File: src/rtl/alu_muldiv.sv
// Single-issue ALU with iterative shift-add multiplier and restoring divider.
// Optional divider is enabled by defining ALU_MULDIV_DIVIDER_EN; without it, ops 12-15 return 0 in one cycle.
module alu_muldiv #(
    parameter int WIDTH = 32,
    parameter int SHW   = $clog2(WIDTH)
) (
    input  logic             clk,
    input  logic             rst,
    input  logic             in_valid,
    output logic             in_ready,
    input  logic [3:0]       op,
    input  logic [WIDTH-1:0] a,
    input  logic [WIDTH-1:0] b,
    output logic             out_valid,
    input  logic             out_ready,
    output logic [WIDTH-1:0] result,
    output logic             carry,
    output logic             overflow,
    output logic             zero,
    output logic             negative,
    output logic             div_zero,
    output logic             busy
);
    localparam int CW = $clog2(WIDTH + 1);
    localparam logic [1:0] S_IDLE = 2'd0, S_MUL = 2'd1, S_DIV = 2'd2, S_DONE = 2'd3;
    localparam logic [3:0] OP_ADD = 4'd0, OP_SUB = 4'd1, OP_AND = 4'd2, OP_OR = 4'd3,
                           OP_XOR = 4'd4, OP_SLT = 4'd5, OP_SLL = 4'd6, OP_SRL = 4'd7,
                           OP_SRA = 4'd8, OP_SLTU = 4'd9, OP_MUL = 4'd10, OP_MULHU = 4'd11,
                           OP_DIV = 4'd12, OP_DIVU = 4'd13, OP_REM = 4'd14;
    localparam logic [WIDTH-1:0] MIN_NEG = {1'b1, {(WIDTH-1){1'b0}}};

    logic [1:0]       state_r;
    logic [CW-1:0]    cnt_r;
    logic [3:0]       op_r;
    logic [WIDTH-1:0] hi_r, lo_r, m_r, res_r;
    logic             carry_r, ovf_r, zero_r, sign_r, dz_r;
    logic             accept_s, iter_s, last_s;
    logic             sub_s, fast_go_s, fast_c_s, fast_v_s, fast_dz_s;
    logic [WIDTH-1:0] bop_s, fast_res_s, step_hi_s, step_lo_s, fin_res_s;
    logic [WIDTH:0]   sum_s, mul_sum_s;
    logic             wr_en_s, wr_c_s, wr_v_s, wr_dz_s;
    logic [WIDTH-1:0] wr_res_s;
`ifdef ALU_MULDIV_DIVIDER_EN
    logic             neg_q_r, neg_rem_r, is_sdiv_s;
    logic [WIDTH-1:0] a_mag_s, b_mag_s;
    logic [WIDTH:0]   div_sh_s, div_diff_s;
`endif

    assign in_ready  = !rst && ((state_r == S_IDLE) || ((state_r == S_DONE) && out_ready));
    assign accept_s  = in_valid && in_ready;
    assign iter_s    = (state_r == S_MUL) || (state_r == S_DIV);
    assign last_s    = iter_s && (cnt_r == CW'(WIDTH - 1));
    assign out_valid = (state_r == S_DONE);
    assign busy      = iter_s;
    assign result    = res_r;
    assign carry     = carry_r;
    assign overflow  = ovf_r;
    assign zero      = zero_r;
    assign negative  = sign_r;
    assign div_zero  = dz_r;

`ifdef ALU_MULDIV_DIVIDER_EN
    // Operand magnitudes and sign handling for signed division
    always_comb begin
        is_sdiv_s = (op == OP_DIV) || (op == OP_REM);
        a_mag_s   = (is_sdiv_s && a[WIDTH-1]) ? ('0 - a) : a;
        b_mag_s   = (is_sdiv_s && b[WIDTH-1]) ? ('0 - b) : b;
    end
`endif

    // Single-cycle results, plus division special cases that bypass iteration
    always_comb begin
        sub_s      = (op == OP_SUB);
        bop_s      = sub_s ? ~b : b;
        sum_s      = {1'b0, a} + {1'b0, bop_s} + {{WIDTH{1'b0}}, sub_s};
        fast_res_s = '0;
        fast_c_s   = 1'b0;
        fast_v_s   = 1'b0;
        fast_dz_s  = 1'b0;
        fast_go_s  = 1'b1;
        case (op)
            OP_ADD, OP_SUB: begin
                fast_res_s = sum_s[WIDTH-1:0];
                fast_c_s   = sum_s[WIDTH];
                fast_v_s   = (a[WIDTH-1] == bop_s[WIDTH-1]) && (sum_s[WIDTH-1] != a[WIDTH-1]);
            end
            OP_AND:  fast_res_s = a & b;
            OP_OR:   fast_res_s = a | b;
            OP_XOR:  fast_res_s = a ^ b;
            OP_SLT:  fast_res_s = {{(WIDTH-1){1'b0}}, ($signed(a) < $signed(b))};
            OP_SLL:  fast_res_s = a << b[SHW-1:0];
            OP_SRL:  fast_res_s = a >> b[SHW-1:0];
            OP_SRA:  fast_res_s = $unsigned($signed(a) >>> b[SHW-1:0]);
            OP_SLTU: fast_res_s = {{(WIDTH-1){1'b0}}, (a < b)};
            OP_MUL, OP_MULHU: fast_go_s = 1'b0;
            default: begin
`ifdef ALU_MULDIV_DIVIDER_EN
                if (b == '0) begin
                    fast_dz_s  = 1'b1;
                    fast_res_s = ((op == OP_DIV) || (op == OP_DIVU)) ? '1 : a;
                end else if (is_sdiv_s && (a == MIN_NEG) && (b == '1)) begin
                    fast_v_s   = 1'b1;
                    fast_res_s = (op == OP_DIV) ? a : '0;
                end else begin
                    fast_go_s  = 1'b0;
                end
`else
                fast_res_s = '0;
`endif
            end
        endcase
    end

    // One iteration step: shift-add multiply or restoring divide
    always_comb begin
        mul_sum_s = {1'b0, hi_r} + (lo_r[0] ? {1'b0, m_r} : {(WIDTH+1){1'b0}});
`ifdef ALU_MULDIV_DIVIDER_EN
        div_sh_s   = {hi_r, lo_r[WIDTH-1]};
        div_diff_s = div_sh_s - {1'b0, m_r};
        if (state_r != S_DIV) begin
            step_hi_s = mul_sum_s[WIDTH:1];
            step_lo_s = {mul_sum_s[0], lo_r[WIDTH-1:1]};
        end else if (div_diff_s[WIDTH]) begin
            step_hi_s = div_sh_s[WIDTH-1:0];
            step_lo_s = {lo_r[WIDTH-2:0], 1'b0};
        end else begin
            step_hi_s = div_diff_s[WIDTH-1:0];
            step_lo_s = {lo_r[WIDTH-2:0], 1'b1};
        end
`else
        step_hi_s = mul_sum_s[WIDTH:1];
        step_lo_s = {mul_sum_s[0], lo_r[WIDTH-1:1]};
`endif
    end

    // Final iterative result, including sign restoration for signed division
    always_comb begin
        fin_res_s = step_lo_s;
        if (state_r == S_MUL) begin
            fin_res_s = (op_r == OP_MULHU) ? step_hi_s : step_lo_s;
        end else begin
`ifdef ALU_MULDIV_DIVIDER_EN
            case (op_r)
                OP_DIV:  fin_res_s = neg_q_r ? ('0 - step_lo_s) : step_lo_s;
                OP_DIVU: fin_res_s = step_lo_s;
                OP_REM:  fin_res_s = neg_rem_r ? ('0 - step_hi_s) : step_hi_s;
                default: fin_res_s = step_hi_s;
            endcase
`else
            fin_res_s = step_lo_s;
`endif
        end
    end

    // Select what gets written to the result/flag registers this cycle
    always_comb begin
        wr_en_s  = 1'b0;
        wr_res_s = fast_res_s;
        wr_c_s   = fast_c_s;
        wr_v_s   = fast_v_s;
        wr_dz_s  = fast_dz_s;
        if (accept_s && fast_go_s) begin
            wr_en_s = 1'b1;
        end else if (last_s) begin
            wr_en_s  = 1'b1;
            wr_res_s = fin_res_s;
            wr_c_s   = 1'b0;
            wr_v_s   = 1'b0;
            wr_dz_s  = 1'b0;
        end else begin
            wr_en_s = 1'b0;
        end
    end

    // Control FSM, iteration datapath and registered response
    always_ff @(posedge clk) begin
        if (rst) begin
            state_r <= S_IDLE;
            cnt_r   <= '0;
            op_r    <= '0;
            hi_r    <= '0;
            lo_r    <= '0;
            m_r     <= '0;
            res_r   <= '0;
            carry_r <= 1'b0;
            ovf_r   <= 1'b0;
            zero_r  <= 1'b0;
            sign_r  <= 1'b0;
            dz_r    <= 1'b0;
`ifdef ALU_MULDIV_DIVIDER_EN
            neg_q_r   <= 1'b0;
            neg_rem_r <= 1'b0;
`endif
        end else begin
            if (wr_en_s) begin
                res_r   <= wr_res_s;
                carry_r <= wr_c_s;
                ovf_r   <= wr_v_s;
                zero_r  <= (wr_res_s == '0);
                sign_r  <= wr_res_s[WIDTH-1];
                dz_r    <= wr_dz_s;
            end
            case (state_r)
                S_IDLE, S_DONE: begin
                    if (accept_s) begin
                        op_r  <= op;
                        cnt_r <= '0;
                        hi_r  <= '0;
                        if (fast_go_s) begin
                            state_r <= S_DONE;
                        end else if ((op == OP_MUL) || (op == OP_MULHU)) begin
                            lo_r    <= b;
                            m_r     <= a;
                            state_r <= S_MUL;
                        end else begin
`ifdef ALU_MULDIV_DIVIDER_EN
                            lo_r      <= a_mag_s;
                            m_r       <= b_mag_s;
                            neg_q_r   <= is_sdiv_s && (a[WIDTH-1] ^ b[WIDTH-1]);
                            neg_rem_r <= is_sdiv_s && a[WIDTH-1];
                            state_r   <= S_DIV;
`else
                            state_r <= S_DONE;
`endif
                        end
                    end else if ((state_r == S_DONE) && out_ready) begin
                        state_r <= S_IDLE;
                    end else begin
                        state_r <= state_r;
                    end
                end
                S_MUL, S_DIV: begin
                    hi_r  <= step_hi_s;
                    lo_r  <= step_lo_s;
                    cnt_r <= cnt_r + CW'(1);
                    if (last_s) begin
                        state_r <= S_DONE;
                    end else begin
                        state_r <= state_r;
                    end
                end
                default: state_r <= S_IDLE;
            endcase
        end
    end
endmodule
File: config.mk
export PLATFORM = sky130hd
export DESIGN_NAME = alu_muldiv
export DESIGN_NICKNAME = d
export VERILOG_FILES = /design/src/rtl/alu_muldiv.sv
export SDC_FILE = /design/constraint.sdc
export NUM_CORES = 1
export LEC_CHECK = 0
export CAP_MARGIN = 10
export CELL_PAD_IN_SITES_DETAIL_PLACEMENT = 2
export CELL_PAD_IN_SITES_GLOBAL_PLACEMENT = 2
export CORE_ASPECT_RATIO = 1.25
export CORE_UTILIZATION = 25
export CTS_CLUSTER_DIAMETER = 40
export DETAILED_ROUTE_END_ITERATION = 10
export HOLD_SLACK_MARGIN = 0.05
export PLACE_DENSITY = 0.65
export SLEW_MARGIN = 10
export SYNTH_ARGS = -nofsm -noshare
export SYNTH_HDL_FRONTEND = slang
export SYNTH_SLANG_ARGS = --single-unit
File: constraint.sdc
create_clock -name clk -period 4.27 [get_ports clk]
set_clock_uncertainty 0.05 [all_clocks]
set_input_delay 0.427 -clock clk [delete_from_list [all_inputs] [get_ports clk]]
set_output_delay 0.427 -clock clk [all_outputs]
set_load 0.01 [all_outputs]
### After elaboration in Yosys (flattened, before gate mapping)

Index checks and enable logic that the tools add are counted.

* bits in registers: 144
* input bits: 72
* output and inout port bits: 40
* logic and storage cells: 98

* $add $sub $neg: 4
* magnitude comparators: 2
* equal/unequal tests: 23
* shift operators: 3
* muxes and demuxes: 30
* bitwise logic cells: 4
* reduce and logical (&&, ||, !) cells: 21

Operator list (count)
* two-way mux 32 bit: 10
* case mux 32 bit (9 select lines): 1
* case mux 32 bit (2 select lines): 2
* adder 32 x 32 -> 33 bit: 2
* less-than comparator 32 bit: 2
* adder 33 x 1 -> 33 bit: 1
* AND 32 bit: 1
* logical NOT 32 bit: 1
* NOT 32 bit: 1
* OR 32 bit: 1
* << shifter 32 x 5 -> 32 bit: 1
* >> shifter 32 x 5 -> 32 bit: 1
* >>> shifter 32 x 5 -> 32 bit: 1
* bitwise XOR 32 bit: 1
* == test 4 bit (second input constant): 5
* == test 4 x 3 -> 1 bit (second input constant): 4
* case mux 6 bit (2 select lines): 1
* two-way mux 2 bit: 5
* two-way mux 1 bit: 9
* == test 4 x 2 -> 1 bit (second input constant): 2
* OR reduction 2 bit: 4
* adder 6 x 1 -> 6 bit (second input constant): 1
* == test 6 x 5 -> 1 bit (second input constant): 1
* logical AND 1 bit: 6
* other kinds (17): 23

### Longest topological paths before layout

Gate-level depths: netlist of the first run.

* word-level depth: 9
* mapped depth: 18
* depth with buffers taken out: 15

### Worst setup path after synthesis of the first run

Ideal clock, no wire load.

* path kind: input port to flip-flop
* from: input op[2]
* to: register zero_r (netlist: zero)
* setup time: 0.059 ns
* data arrival time: 4.251 ns
* data required time: 4.161 ns
* setup slack: -0.089 ns
* stages: 17
* buffers on the path: 3
* cell sequence: buf_2 nor4b_1 buf_2 buf_1 mux2i_1 fa_1 nand2b_1 a211oi_1 o211ai_1 a31oi_1 o21bai_1 a21oi_1 mux2i_1 a221oi_1 nand4_1 nor4_1 a31o_1

* cells in the longest elaborated chain, start to end: 8
* elaborated cells between the ends (all ways): 24
* those cells by class: add/sub (2); eq/ne (11); mux (6); reduce/logical (5)

RTL lines
* start: declaration: line 11 `input logic [3:0] op,`
* == test 4 x 1 -> 1 bit: line 73, 81
* two-way mux 32 bit: line 74 `bop_s = sub_s ? ~b : b;`
* adder 32 x 32 -> 33 bit: line 75 `sum_s = {1'b0, a} + {1'b0, bop_s} + {{WIDTH{1'b0}}, sub_s};`
* adder 33 x 1 -> 33 bit: line 75
* case mux 32 bit (9 select lines): line 81 `case (op)`
* two-way mux 32 bit: line 164 `end else if (last_s) begin`
* two-way mux 32 bit: line 162 `if (accept_s && fast_go_s) begin`
* logical NOT 32 bit: line 199 `zero_r <= (wr_res_s == '0);`
* end signal: assignment: line 199
* end: declaration: line 36 `logic carry_r, ovf_r, zero_r, sign_r, dz_r;`

Several ways; a longest one is shown, not always the timed one.
A chain may end at the register's enable or synchronous reset.

### Final worst setup path of the first run

* from: input a[20]
* to: register zero_r (netlist: zero)

* cells in the longest elaborated chain, start to end: 6
* elaborated cells between the ends (all ways): 14
* those cells by class: add/sub (2); order compare (2); shift (3); mux (3); bitwise (3); reduce/logical (1)

RTL lines
* start: declaration: line 12 `input logic [WIDTH-1:0] a,`
* adder 32 x 32 -> 33 bit: line 75
* adder 33 x 1 -> 33 bit: line 75
* case mux 32 bit (9 select lines) (*): line 81
* two-way mux 32 bit: line 164
* two-way mux 32 bit (*): line 162
* logical NOT 32 bit (*): line 199

Mark *: on every way between the ends. The rest lies on a longest branch, timed or not.

==> results of run 1 <==
-- worst max-delay path: cells and delay by family --
| kind | cells | cell delay (ns) |
|---|---|---|
| buf+inv | 4 | 1.18 |
| fa+ha+maj | 1 | 0.22 |
| simple gates | 4 | 0.85 |
| compound gates | 6 | 1.73 |
-- power breakdown --
| group | internal, µW | switching (µW) | total (µW) |
|---|---|---|---|
| registers | 1370 | 28.5 | 1400 |
| logic | 988 | 1360 | 2350 |
| clock network | 825 | 699 | 1520 |
-- cells in the mapped netlist (all sizes together) (27+ instances only) --
cell,number
a211oi,46
a21oi,226
a22oi,38
and2,42
buf,43
clkbuf,128
dfxtp,143
ha,164
inv,106
mux2,33
mux2i,97
mux4,37
nand2,220
nand3,39
nor2,245
nor3,41
o21ai,100
o22ai,35
xnor2,52
xor2,27
-- worst max-delay path by stage --
stage | end | slack [ns] | depth (start not counted)
after global placement | zero | -0.61 | 18
final | zero | 0.17 | 15
after floorplan | zero | 0.06 | 18
after global routing | zero | 0.003 | 21
after CTS | zero | 0.02 | 15
after detailed placement | zero | -0.69 | 18
-- through the flow --
step / setup TNS [ns] / cell area [µm²] / total power [µW] / std cells / utilization
final: 0 / 22900 / 5270 / 3581 / 0.343
after global routing: 0 / 22900 / 5500 / 3581 / 0.343
after CTS: 0 / 22900 / 5280 / 3581 / 0.343
after detailed placement: -4.81 / 22200 / 3720 / 3541 / 0.332
after global placement: -3.02 / 22200 / 3670 / 3541 / 0.332
after floorplan: 0 / 16900 / 2480 / 2250 / -
-- registers in the layout (all words and copies together), names as in the netlist --
| signal | count |
|---|---|
| m_r | 32 |
| carry | 1 |
| lo_r | 32 |
| hi_r | 32 |
| state_r | 2 |
| op_r | 4 |
| result | 32 |
| overflow | 1 |
| cnt_r | 6 |
| zero | 1 |
-- area by class of cell --
type	instances	area share
clock inverter	14	0.00573
inverter	106	0.0173
sequential	143	0.125
timing repair buffer	606	0.216
tap	864	0.0471
multi-input combinational	1830	0.570
clock buffer	18	0.0191
-- cell families after synthesis --
kind of cell	count (synthesis)	share of synthesized area
and+or+nand+nor	732	0.203
xor gates and xnor gates	79	0.0409
other	1	0.000222
buffers and inverters	277	0.0676
adders and majority gates	166	0.124
muxes	167	0.130
DFF	143	0.169
AOI/OAI and AO/OA	685	0.265
-- metal layers --
layer / track usage / up-vias / share of wire
li1: - / 9121 / -
met4: 0.138 / 2 / 0.051
met5: 0 / - / 0.00014
met2: 0.526 / 475 / 0.50
met1: 0.348 / 10200 / 0.42
met3: 0.0212 / 188 / 0.025
-- what timing repair did --
action / in CTS / in global routing
pin swaps: 14 / 4
resized for setup: 24 / 9
hold buffers: 0 / 0
setup buffers: 8 / 0
endpoints found under the setup margin: 2 / 4
endpoints found under the hold margin: 0 / 0
==> out/results.ini, run 1 <==
[sta]
layout_setup_ws_ns = 0.172
hold_slack_ns = 0.273
grt_setup_unrepaired = false
timing.max_slew.rel_slack = 0.149
timing.final.setup_violations = 0
timing_max_transition_violations_final = 0
achievable-frequency_ghz = 0.244
least_margin_pin_slew_ns = 1.27
period_utilization_post_route = 0.960
hold_viol = 0
finalCriticalPeriod_ns = 4.10

[clock_tree]
clock_tree.buffer_depth = 2
ctsRootBufferMaster = clkbuf_16
cts_buf_count = 17
cts-htree-levels = 4
path_clk_slew_ns = 0.07
clk_latency_ns = 0.45
cts_tree = done
clock_sinks = 143

[hold_path]
hold_path.startpoint = rst
worst_hold_path_type = primary input to register
worstHoldEndpoint = hi_r[3]
worst_hold_path.num_cells = 2

[logic_synthesis]
dominantRegCellSynth = dfxtp_1
synth.top_cells.by_area = dfxtp_1, ha_1, a21oi_1
synth_cell_type_count = 88
post-synth-top-area-fraction = 0.169
syn_area_um2 = 16900
synth_fp_nets = 2488
ys_seq_area_frac = 0.169
synth_edf_count = 0
synth_top_cell_by_area = dfxtp_1
register_bit_total_from_synthesis = 143
post_synth_arst_share = 0
synthesis.area_per_instance_um2 = 7.51
post_synth_inst_count = 2250
ys.warnings.count = 0

[setup_path]
rr_worst_depth = 15
worstSetupStartpoint = a[20]
worst_path_cell_with_the_longest_stage_delay = a221oi_1
critical_path.cell_chain = clkdlybuf4s50_1 > buf_4 > buf_4 > ha_1 > a21oi_1 > o31ai_1 > a221oi_1 > a31oi_1 > a211oi_1 > buf_4 > nand3_1 > nor4_2 > nand4_1 > nor4_2 > a31o_1
cp_max_fo = 7
critical_path_class = primary input to register
cp-end-kind = register
regToRegSetupSlack_ns = 0.22
cp_data_required_time_ns = 4.62
timing.rr.start = lo_r[0]
worst_r2r_endpoint = zero
critPathMaxStageDelay_ns = 0.83
cp_data_arrival_time_ns = 4.44
critPathLaunchType = primary input
critPathMostFrequentCell = buf_4

[placed_design]
detailed_place_hpwl_um = 83400
gpl.final_weighted_congestion = 0.995
post-place-ws_ns = -0.691
placement.io_buffers = 110

[floorplan]
full_die_area_um2 = 68700
ioPinCount = 112
design.core.area_um2 = 66800
die-width_um = 235
floorplan.rows = 106
floorplan.die.height_um = 293
initial_core_util = 0.253

[final_layout]
final_common_cell = buf_4
mostFrequentLayoutCells = buf_4, nor2_1, a21oi_1
antenna_cells = 0
area_delta_synth_final_pct = 35.7
multi_input_area_um2 = 13100
drive_above_1_share = 0.236
nets = 2942
layout.area.seq_um2 = 2860
layout.filler_cells = 7757

[drt]
routed-via-count = 20000
antenna_left = 0
drt_pass1_iterations = 5
wire_per_inst_um = 28.2
detail_route.vias_per_cell = 5.58
drc = 0
drt_iter0_markers = 1084
wirelength_routed_um = 101000

[status]
status = complete, no violations

[pwr]
vdd.ir_drop.worst_mv = 0.188
power.leakage_uw = 0.00966
cellPowerDensity_nw_per_um2 = 230

[grt]
number_of_antenna_violations_at_the_first_check_in_global_routing = 1
grt_use_total = 0.293
global_route.overflow_total = 0
grt_first_pass_wirelength_um = 148000
grt_start_max_net_pins = 69
first_global_vias = 22000

[run]
drv.max_cap_violation_count = 0

Note: power is estimated with default switching activity, not from simulation.
==> run 2: changes to the inputs <==
Settings changed: CORE_MARGIN set to 2, CORE_UTILIZATION 25 to 33, PLACE_DENSITY 0.65 to 0.81.
==> run 2 against run 1 <==
Compared with the run above:
- the flow now finishes with violations (setup timing)
- hold slack gained 0.14 ns
- fmax fell by 11%
- sequential share of layout area about the same
- via count rose by 9.4%
- non-clock buffer count decreased by 19
- worst setup slack lost 0.50 ns
- critical path depth unchanged
- clock power is 18% higher
==> out/results.ini, run 2 (same netlist as run 1, synthesis figures left out) <==
[status]
status = complete, but fails checks
failed_checks = setup timing

[sta]
period_utilization_post_route = 1.08
timing_max_transition_violations_final = 0
layout_setup_ws_ns = -0.326
setup-tns-final_ns = -0.427
finalCriticalPeriod_ns = 4.60
grt_setup_unrepaired = true
hold_slack_ns = 0.409
hold_viol = 0
timing.final.setup_violations = 3
timing.max_slew.rel_slack = 0.271
least_margin_pin_slew_ns = 1.09
achievable-frequency_ghz = 0.218

[setup_path]
timing.rr.start = lo_r[0]
worstSetupStartpoint = lo_r[0]
cp-end-kind = register
cp_max_fo = 15
worst_r2r_endpoint = zero
critPathLaunchType = register
critPathMostFrequentCell = buf_4
cp_data_required_time_ns = 4.63
timing.critical_path.depth = 15
critPathMaxStageDelay_ns = 0.57
critical_path_class = register to register
regToRegSetupSlack_ns = -0.33
cp_data_arrival_time_ns = 4.96
top_family_by_delay_on_critical_path = simple AND/OR/NAND/NOR gates
endpoint = zero
rr_worst_depth = 15
critical_path.cell_chain = buf_4 > and2_1 > ha_1 > nand2_1 > o31ai_1 > buf_4 > inv_1 > or2_2 > xnor2_1 > mux2i_1 > o221ai_1 > nor4b_4 > nand4_1 > nor4_4 > a31o_1
worst_path_cell_with_the_longest_stage_delay = o31ai_1
worstPathBufferInverterCount = 3

[drt]
antenna_left = 0
wire_per_inst_um = 33.9
drc = 0
detail_route.vias_per_cell = 6.52
drt_pass1_iterations = 6
routed-via-count = 21900
drt_iter0_markers = 1732
wirelength_routed_um = 114000

[pwr]
vdd.ir_drop.worst_mv = 0.233
swShare = 0.401
switching_power_uw = 2300
power.leakage_uw = 0.00973
clockPowerShare = 0.312
cellPowerDensity_nw_per_um2 = 249
share_comb_of_total_power = 0.442
proportion_of_power_drawn_by_flip_flops_and_latches = 0.246
p_int_uw = 3420

[final_layout]
layout.filler_cells = 5646
nets = 2923
area_delta_synth_final_pct = 36.0
mostFrequentLayoutCells = buf_4, nor2_1, nand2_1
drive_above_1_share = 0.248
multi_input_area_um2 = 13400
layout.area.seq_um2 = 2860
final_cell_area_um2 = 23000
final_common_cell = buf_4

[hold_path]
worst_hold_path_type = register to register

[clock_tree]
cts-htree-levels = 4
cts_buf_count = 17
clk_latency_ns = 0.48
cts_hold_buf = 0
cts_tree = done
path_clk_slew_ns = 0.07
ctsRootBufferMaster = clkbuf_16
clock_tree.buffer_depth = 2
clock_sinks = 143

[grt]
first_global_vias = 23300
global_route.overflow_total = 0
grt_use_total = 0.385
number_of_antenna_violations_at_the_first_check_in_global_routing = 2
grt_start_max_net_pins = 77
grt_first_pass_wirelength_um = 153000

[placed_design]
detailed_place_hpwl_um = 79600
placed_cell_area_um2 = 21600
placement.io_buffers = 110
gpl.final_weighted_congestion = 1.07

[floorplan]
floorplan.rows = 92
initial_core_util = 0.334
die-width_um = 206
design.core.area_um2 = 50500
full_die_area_um2 = 53100
ioPinCount = 112
floorplan.die.height_um = 257

[run]
drv.max_cap_violation_count = 0

## run 2: how the worst min path moves through the flow
stage                        from      end  cells past startpoint
final                     m_r[26]  m_r[26]                      2
after global routing      m_r[26]  m_r[26]                      2
after CTS                 m_r[29]  m_r[29]                      2
after detailed placement  m_r[29]  m_r[29]                      2
after global placement     m_r[0]   m_r[0]                      2
after floorplan            m_r[0]   m_r[0]                      2
## run 2: what timing repair did
| action | 4_1_cts | 5_1_grt |
|---|---|---|
| setup endpoints to repair | 2 | 11 |
| gates resized for setup | 34 | 73 |
| buffers inserted | 15 | 19 |
| pin swaps | 26 | 32 |
## run 2: metrics by stage
step / instances / util / worst slack (ns) / total power (µW)
floorplan: 2250 / - / 0.0599 / 2480
global placement: 3290 / 0.427 / -0.420 / 3550
detailed placement: 3290 / 0.427 / -0.635 / 3640
CTS: 3337 / 0.445 / 0.000566 / 5430
global route: 3356 / 0.455 / -0.317 / 5840
finish: 3357 / 0.455 / -0.326 / 5720
## run 2: metal layers
metal,track usage,vias up,wire length [µm]
met5,0,-,14
met4,0.264,2,10500
met3,0.0542,564,7750
met2,0.664,1242,54500
met1,0.434,11000,41000
li1,-,9093,-
## run 2: cell type report
type,instances,share of cell area
sequential,143,0.125
clock inverter,13,0.00920
tap,658,0.0358
antenna,1,0.000109
multi-input combinational,1830,0.582
inverter,106,0.0173
clock buffer,19,0.0188
timing repair buffer,587,0.212
## run 2: worst register-to-register path, cell delays in order, from the launching register on
cell	delay (ns)
dfxtp_1	0.34
buf_4	0.20
and2_1	0.22
ha_1	0.42
nand2_1	0.13
o31ai_1	0.57
buf_4	0.23
inv_1	0.05
or2_2	0.32
xnor2_1	0.20
mux2i_1	0.22
o221ai_1	0.31
nor4b_4	0.37
nand4_1	0.29
nor4_4	0.39
a31o_1	0.23
## run 2: power by group through the flow
stage	logic, µW	registers [µW]	clock network [µW]
floorplan	1050	1440	0
global placement	2120	1430	0
detailed placement	2210	1430	0
CTS	2280	1400	1750
global route	2600	1410	1830
finish	2530	1410	1790
==> run 3: changes to the inputs <==
Settings changed: SLEW_MARGIN 10 to 20.
==> results of run 3 <==
The final DEF is identical to that of run 2; final timing and power are the same.
